[src/rtl/multi_dataflow_job_fsm.sv]
// Job sequencer for multi_dataflow HWPEs: runs nb+1 iterations of
// request / compute / beat-count / completion-wait per started job.
module multi_dataflow_job_fsm #(
  parameter int N_IN   = 2,
  parameter int N_OUT  = 1,
  parameter int CNT_W  = 32,
  parameter int ITER_W = 32
) (
  input  logic                   clk_i,
  input  logic                   rst_ni,
  input  logic                   clear_i,
  input  logic                   start_i,
  input  logic [ITER_W-1:0]      cfg_nb_iter_i,
  input  logic [CNT_W-1:0]       cfg_cnt_limit_i,
  output logic [N_IN+N_OUT-1:0]  stream_req_o,
  input  logic [N_IN+N_OUT-1:0]  stream_ready_i,
  input  logic [N_IN+N_OUT-1:0]  stream_done_i,
  input  logic [N_OUT-1:0]       out_beat_i,
  output logic                   engine_start_o,
  input  logic                   engine_done_i,
  output logic                   busy_o,
  output logic [ITER_W-1:0]      iter_o,
  output logic                   done_o
);

  localparam int N_S = N_IN + N_OUT;

  typedef enum logic [2:0] {
    IDLE, REQ, COMPUTE, UPDATE, TERMINATE
  } state_e;

  state_e             state_q, state_d;
  logic               busy_q;
  logic [ITER_W-1:0]  nb_q, iter_q;
  logic [CNT_W-1:0]   lim_q;
  logic [CNT_W-1:0]   cnt_q [N_OUT];
  logic [N_S-1:0]     sdone_q;
  logic               edone_q;
  logic [N_OUT-1:0]   ch_done;
  logic               all_ready;
  logic               all_done;
  logic               accept;
  logic               last_iter;

  assign all_ready = &stream_ready_i;
  assign accept    = (state_q == REQ) && all_ready;
  assign last_iter = (iter_q == nb_q);

  always_comb begin
    ch_done = '0;
    for (int j = 0; j < N_OUT; j++)
      ch_done[j] = (cnt_q[j] == lim_q);
  end

  // registered flags only: a pulse in cycle t permits exit in t+1
  assign all_done = (&sdone_q) && edone_q && (&ch_done);

  always_ff @(posedge clk_i or negedge rst_ni) begin
    if (!rst_ni) begin
      state_q <= IDLE;
      busy_q  <= 1'b0;
    end else if (clear_i) begin
      state_q <= IDLE;
      busy_q  <= 1'b0;
    end else begin
      state_q <= state_d;
      busy_q  <= (state_d != IDLE);
    end
  end

  always_comb begin
    state_d = state_q;
    unique case (state_q)
      IDLE:      if (start_i) state_d = REQ;
      REQ:       if (all_ready) state_d = COMPUTE;
      COMPUTE:   if (all_done) state_d = UPDATE;
      UPDATE:    state_d = last_iter ? TERMINATE : REQ;
      TERMINATE: state_d = IDLE;
      default:   state_d = IDLE;
    endcase
  end

  always_comb begin
    stream_req_o   = '0;
    engine_start_o = 1'b0;
    done_o         = 1'b0;
    unique case (state_q)
      REQ: begin
        stream_req_o   = '1;
        engine_start_o = all_ready;
      end
      TERMINATE: done_o = 1'b1;
      default: ;
    endcase
  end

  assign busy_o = busy_q;
  assign iter_o = iter_q;

  always_ff @(posedge clk_i or negedge rst_ni) begin
    if (!rst_ni) begin
      nb_q   <= '0;
      lim_q  <= '0;
      iter_q <= '0;
    end else if (clear_i) begin
      nb_q   <= '0;
      lim_q  <= '0;
      iter_q <= '0;
    end else if (state_q == IDLE && start_i) begin
      nb_q   <= cfg_nb_iter_i;
      lim_q  <= cfg_cnt_limit_i;
      iter_q <= '0;
    end else if (state_q == UPDATE && !last_iter) begin
      iter_q <= iter_q + ITER_W'(1);
    end
  end

  always_ff @(posedge clk_i or negedge rst_ni) begin
    if (!rst_ni) begin
      sdone_q <= '0;
      edone_q <= 1'b0;
      for (int j = 0; j < N_OUT; j++) cnt_q[j] <= '0;
    end else if (clear_i || accept) begin
      sdone_q <= '0;
      edone_q <= 1'b0;
      for (int j = 0; j < N_OUT; j++) cnt_q[j] <= '0;
    end else if (state_q == COMPUTE) begin
      sdone_q <= sdone_q | stream_done_i;
      edone_q <= edone_q | engine_done_i;
      // saturate: beats past the limit are dropped
      for (int j = 0; j < N_OUT; j++)
        if (out_beat_i[j] && cnt_q[j] != lim_q)
          cnt_q[j] <= cnt_q[j] + CNT_W'(1);
    end
  end

endmodule

[config.mk]
export PLATFORM = sky130hd
export DESIGN_NAME = multi_dataflow_job_fsm
export DESIGN_NICKNAME = d
export VERILOG_FILES = /design/src/rtl/multi_dataflow_job_fsm.sv
export SDC_FILE = /design/constraint.sdc
export NUM_CORES = 1
export LEC_CHECK = 0
export BUFFER_PORTS_ARGS = -buffer_cell sky130_fd_sc_hd__buf_4
export CORE_MARGIN = 2
export CORE_UTILIZATION = 47
export DETAILED_ROUTE_END_ITERATION = 12
export GPL_TIMING_DRIVEN = 0
export PLACE_DENSITY = 0.68
export SYNTH_ARGS = -nofsm -noshare
export SYNTH_HDL_FRONTEND = slang
export SYNTH_SLANG_ARGS = --single-unit
[constraint.sdc]
create_clock -name clk_i -period 2.8 [get_ports clk_i]
set_clock_uncertainty 0.2 [all_clocks]
set_input_delay 0.14 -clock clk_i [delete_from_list [all_inputs] [get_ports clk_i]]
set_output_delay 0.14 -clock clk_i [all_outputs]
set_load 0.02 [all_outputs]
* Word-level counts from Yosys, hierarchy flattened
Index checks and enable logic that the tools add are counted.
** Storage, ports and cells
- Flip-flop bits (word level) :: 136
- Bits of input ports :: 76
- Output and inout bits :: 38
- Logic and storage cells :: 60
** Cells by class
- Add/subtract/negate cells :: 2
- Equal/unequal tests :: 7
- Muxes and demuxes :: 24
- Bitwise gates (word level) :: 2
- Reduce and logical (&&, ||, !) cells :: 17
** Operators by type and width (number)
- 32-bit 2-to-1 mux :: 10
- 32-bit by 1-bit adder with 32-bit output (second input constant) :: 2
- 32-bit equality test :: 2
- 32-bit != test :: 1
- 3-bit 2-to-1 mux :: 8
- 3-bit one-hot mux with 4 select lines :: 1
- 3-bit by 2-bit equality test with 1-bit output (second input constant) :: 2
- 1-bit logical AND :: 6
- 3-bit AND reduction :: 2
- 2-bit nonzero test :: 3
- 3-bit nonzero test :: 2
- 1-bit 2-to-1 mux :: 5
- 3-bit by 1-bit equality test with 1-bit output (second input constant) :: 1
- 3-bit equality test (second input constant) :: 1
- 3-bit logical NOT :: 1
- 3-bit OR :: 1
- 2-bit AND reduction :: 1
- 1-bit logical NOT :: 1
- 1-bit logical OR :: 1
- 1-bit OR :: 1

* Longest topological paths before layout
- Depth in word-level cells :: 7
- Depth in mapped cells :: 9
- Depth with buffers taken out :: 6

* Least setup slack after synthesis
Ideal clock, no wire load.
- Path kind :: register to register
- From :: register iter_q[5] (netlist: iter_o[5])
- To :: register iter_q[24] (netlist: iter_o[24])
- Library setup time :: 0.127 ns
- Arrival time :: 2.124 ns
- Data required time :: 2.473 ns
- Slack :: 0.348 ns
- Cell stages (with the launch flop) :: 8
- Buffers on the path :: 1
- Period minus slack after synthesis :: 2.452 ns
- Path through :: dfrtp_1 > buf_2 > nand4_1 > or4b_4 > nor2_2 > and2_1 > nand4_1 > mux2_1
** On the way
- Word-level cells in the longest chain between the ends :: 4
- Elaborated cells on any way between the ends :: 8
- Classes of those cells :: add/sub (1); eq/ne (1); mux (3); reduce/logical (3)
** Ends and longest elaborated chain
- start, declared :: RTL line 34 : logic [ITER_W-1:0] nb_q, iter_q;
- start signal, assigned :: RTL line 114 : iter_q <= iter_q + ITER_W'(1);
- 32-bit by 1-bit adder with 32-bit output or 32-bit equality test (tied branches) :: RTL line 114, 47
- 32-bit 2-to-1 mux or 1-bit logical NOT (tied branches) :: RTL line 113 : end else if (state_q == UPDATE && !last_iter) begin
- 32-bit 2-to-1 mux or 1-bit logical AND (tied branches) :: RTL line 109, 113
- 32-bit 2-to-1 mux or 3-bit nonzero test (tied branches)
Parallel ways exist; a longest one is shown, timed or not. The select of a mux whose other input is x is not followed.
A chain may end at the register's enable or synchronous reset.

* Worst setup path in the final report
- From :: register iter_q[5] (netlist: iter_o[5])
- To :: register iter_q[30] (netlist: iter_o[30])
The elaborated chain is that of the path after synthesis.

==> key figures <==
Run status
  – Status: finished, final reports clean

CTS
  – CTS tree: yes
  – H-tree levels: 4
  – CTS buffer count: 17
  – CTS Buffer Depth: 2
  – Root Buffer: clkbuf_16
  – Clk pin slew, worst setup/hold paths: roughly 60 ps
  – Clk sinks: ~140
  – Skew-Pair Late Insertion Delay: 430 ps

Timing
  – Final Hold Fails: 0
  – Max-slew violations: 0
  – Max Clock Freq: ~380 MHz
  – # setup viols final: 0
  – RSZ-0062 raised after global routing: no
  – Hold slack: 49.47 ps
  – Period minus WS final: approximately 2600 ps
  – Slew at the pin with the worst max-slew slack: 856.4 ps
  – Slew margin rel.: 0.4270
  – Fin crit share: 0.9411

Power and ir drop
  – Worst vdd ir: 451.5 uV
  – Total power: 0.005101 W
  – Leak pwr: roughly 4.4 nW
  – Pwr per Cell Area: 519.7 mW/mm^2

Synthesis
  – Leading area contributor after synthesis: dfrtp_1
  – YS warnings: 0
  – Post-synth EDFFs: 0
  – Post-synth cell types: 57
  – Mapped Cells: 819
  – Leading register cell type out of synthesis: dfrtp_1
  – Area contributors post-synth: dfrtp_1 (47%), nand2_1 (9.0%), a21oi_1 (6.5%)
  – Synth Net Count: about 900
  – Yosys reg bits: 136
  – Syn Area/Cell: 8.891 um^2
  – Async S/R FF share, synth: 1.000
  – Area share of the largest cell type after synthesis: 0.4674
  – Register area share after synthesis: 0.4674
  – Post-Syn Area: 0.007282 mm^2

Critical path
  – Critical Path Sink Type: register
  – Critical path cell sequence: buf_2, nand4_1, or4b_4, nor4_2, and4_1, a211oi_1, a31o_2
  – Crit-path slowest cell: or4b_4
  – Setup slack, reg-to-reg: 160 ps
  – FF-to-FF Start: iter_o[5]
  – CP Buf/Inv Count: 1
  – Data required time of the worst path: 2920 ps
  – Worst R2R Path Depth: 7
  – Cell family contributing the most delay on the critical path: simple AND/OR/NAND/NOR gates
  – Crit path depth: 7
  – CP startpoint: iter_o[5]
  – R2r endpoint: iter_o[30]
  – Critical path startpoint category: register
  – Critical path class: register to register
  – Critical path destination: iter_o[30]
  – Max incr delay on CP: 610 ps
  – CP Max Fanout: 7
  – Worst Path Arrival: 2750 ps

Layout
  – ANT cells: 0
  – Non-Filler Instances: between 1,000 and 1,500
  – P&R area growth vs syn: 34.79%
  – Share of cells above drive strength 1: 0.1896
  – Final #Nets: 1,104

Die
  – Die Span X: 128.5 um
  – DIE HEIGHT: about 130 um
  – Number of I/O pins: about 110
  – Core Box Area: between 0.015 and 0.02 mm^2
  – Die ar.: between 0.015 and 0.02 mm^2
  – Starting density of the core: 0.4808
  – FP Rows: 45

Route
  – Wire length reported by the detailed router: 22.68 mm
  – DRC: 0
  – Post-DRT Antenna Nets: 0
  – DR WL/cell: 18.48 um
  – Via/cell ratio: approximately 5.6
  – Initial DRC Count: 524
  – TritonRoute pass-1 iters: 5
  – Via count: 6,918

Global route
  – Vias in the first global route: approximately 6,800
  – Total global routing overflow: 0
  – First-pass GRT wire length: 36.11 mm
  – Total Routing Usage GR: 0.2872
  – Pin count of the biggest net entering global routing: 77
  – Initial antenna violation count: 0

Min path
  – HP Class: primary input to asynchronous set/reset pin

Place
  – DPL Wire Length: 15.50 mm
  – Cell count after placement: 1,121
  – RD Place Congestion: 0.9317
  – Port bufs: 113

Job
  – Max cap viols: 0
-- synthesized netlist by cell type, types with 2 or more instances --
library cell and number:
a21oi_1 95, nor2_1 54, a211oi_1 10, xnor2_1 51
o31a_1 2, a31oi_1 7, nand4_1 20, ha_1 2
o21ai_0 5, inv_1 10, dfrtp_1 136, or3_1 13
o31ai_1 5, mux2i_1 11, nand3_1 22, xor2_1 32
and2_1 8, clkbuf_1 37, a31o_2 9, buf_4 3
a2111oi_0 2, and3_1 4, and4_1 13, nand2b_1 2
buf_2 15, or4_1 8, nor3_1 8, nor4_1 20
nor4b_1 2, a21o_1 3, a41o_1 7, nand2_1 175
or2_2 2, a2111oi_1 3
-- timing repair --
action,CTS,global route
gates cloned,0,0
endpoints found under the setup margin,23,48
endpoints found under the hold margin,153,0
hold buffers,72,0
buffers inserted,0,2
pin swaps,0,3
resized for setup,4,13
-- layout by cell type, fill, tap and decap left out, types with 5 or more instances in the layout --
cell,count
or4_1,8
nand2_1,175
nor4_1,17
clkbuf_1,34
mux2i_1,11
xor2_1,32
clkinv_2,7
buf_2,13
and2_1,8
dfrtp_1,136
nand4_1,20
inv_1,10
nand3_1,22
and4_1,13
xnor2_1,51
nor2_1,54
clkbuf_16,17
a211oi_1,10
or3_1,13
a21oi_1,94
dlygate4sd3_1,72
a31o_2,9
buf_4,117
o21ai_0,5
a31oi_1,7
o31ai_1,5
a41o_1,7
nor3_1,8
-- area by class of cell --
type                       instances  area (um^2)
buffer                            57        261.5
clock buffer                      18        439.2
clock inverter                    14        180.2
fill                            1246         5330
inverter                          10        37.54
multi-input combinational        616         3643
sequential                       136         3403
tap                              188        235.2
timing repair buffer             188         1615
-- flip-flops by register name, indices dropped and copies added, names as in the netlist --
| signal | count |
|---|---|
| cnt_q | 32 |
| edone_q | 1 |
| state_q | 3 |
| sdone_q | 3 |
| busy_o | 1 |
| iter_o | 32 |
| nb_q | 32 |
| lim_q | 32 |
-- layer usage --
layer | track usage | routed length [um] | vias to the layer above
met5 | 0 | 0 | -
met4 | 0.1241 | 660 | 0
met3 | 0.04532 | 1216 | 54
met2 | 0.4737 | 11080 | 255
met1 | 0.3777 | 9718 | 3341
li1 | - | - | 3268
-- where the power goes --
part	switching, W	internal (W)
sequential	0.0000518	0.00203
clock	0.000879	0.00150
combinational	0.000361	0.000279
-- per-stage QoR --
step / util / setup WS (ps) / area [um^2] / TNS, ps
global placement: 0.5523 / -88.27 / 8366 / -679.5
CTS: 0.6440 / 22.16 / 9754 / 0
finish: 0.6481 / 164.8 / 9816 / 0
global route: 0.6481 / 11.96 / 9816 / 0
detailed placement: 0.5544 / -81.26 / 8397 / -508.4
floorplan: - / 348.3 / 7282 / 0
-- kinds of logic after synthesis --
| kind of cell | Yosys count | share of synthesized area |
|---|---|---|
| mux | 12 | 0.01667 |
| fa+ha+maj | 2 | 0.003436 |
| buf+inv | 67 | 0.03969 |
| compound gates | 155 | 0.1301 |
| simple gates | 364 | 0.2430 |
| flops | 136 | 0.4674 |
| xor+xnor | 83 | 0.09983 |
-- how the worst min path moves through the flow --
stage | from | endpoint | slack [ps] | cells past startpoint
3_3_place_gp | stream_done_i[2] | sdone_q[2] | 180 | 3
4_1_cts | rst_ni | iter_o[19] | 80 | 2
3_5_place_dp | rst_ni | iter_o[19] | -50 | 1
2_1_floorplan | rst_ni | busy_o | -360 | 0
5_1_grt | rst_ni | iter_o[19] | 130 | 2
6_report | rst_ni | iter_o[19] | 50 | 2
Power figures use the tool's default switching activity.
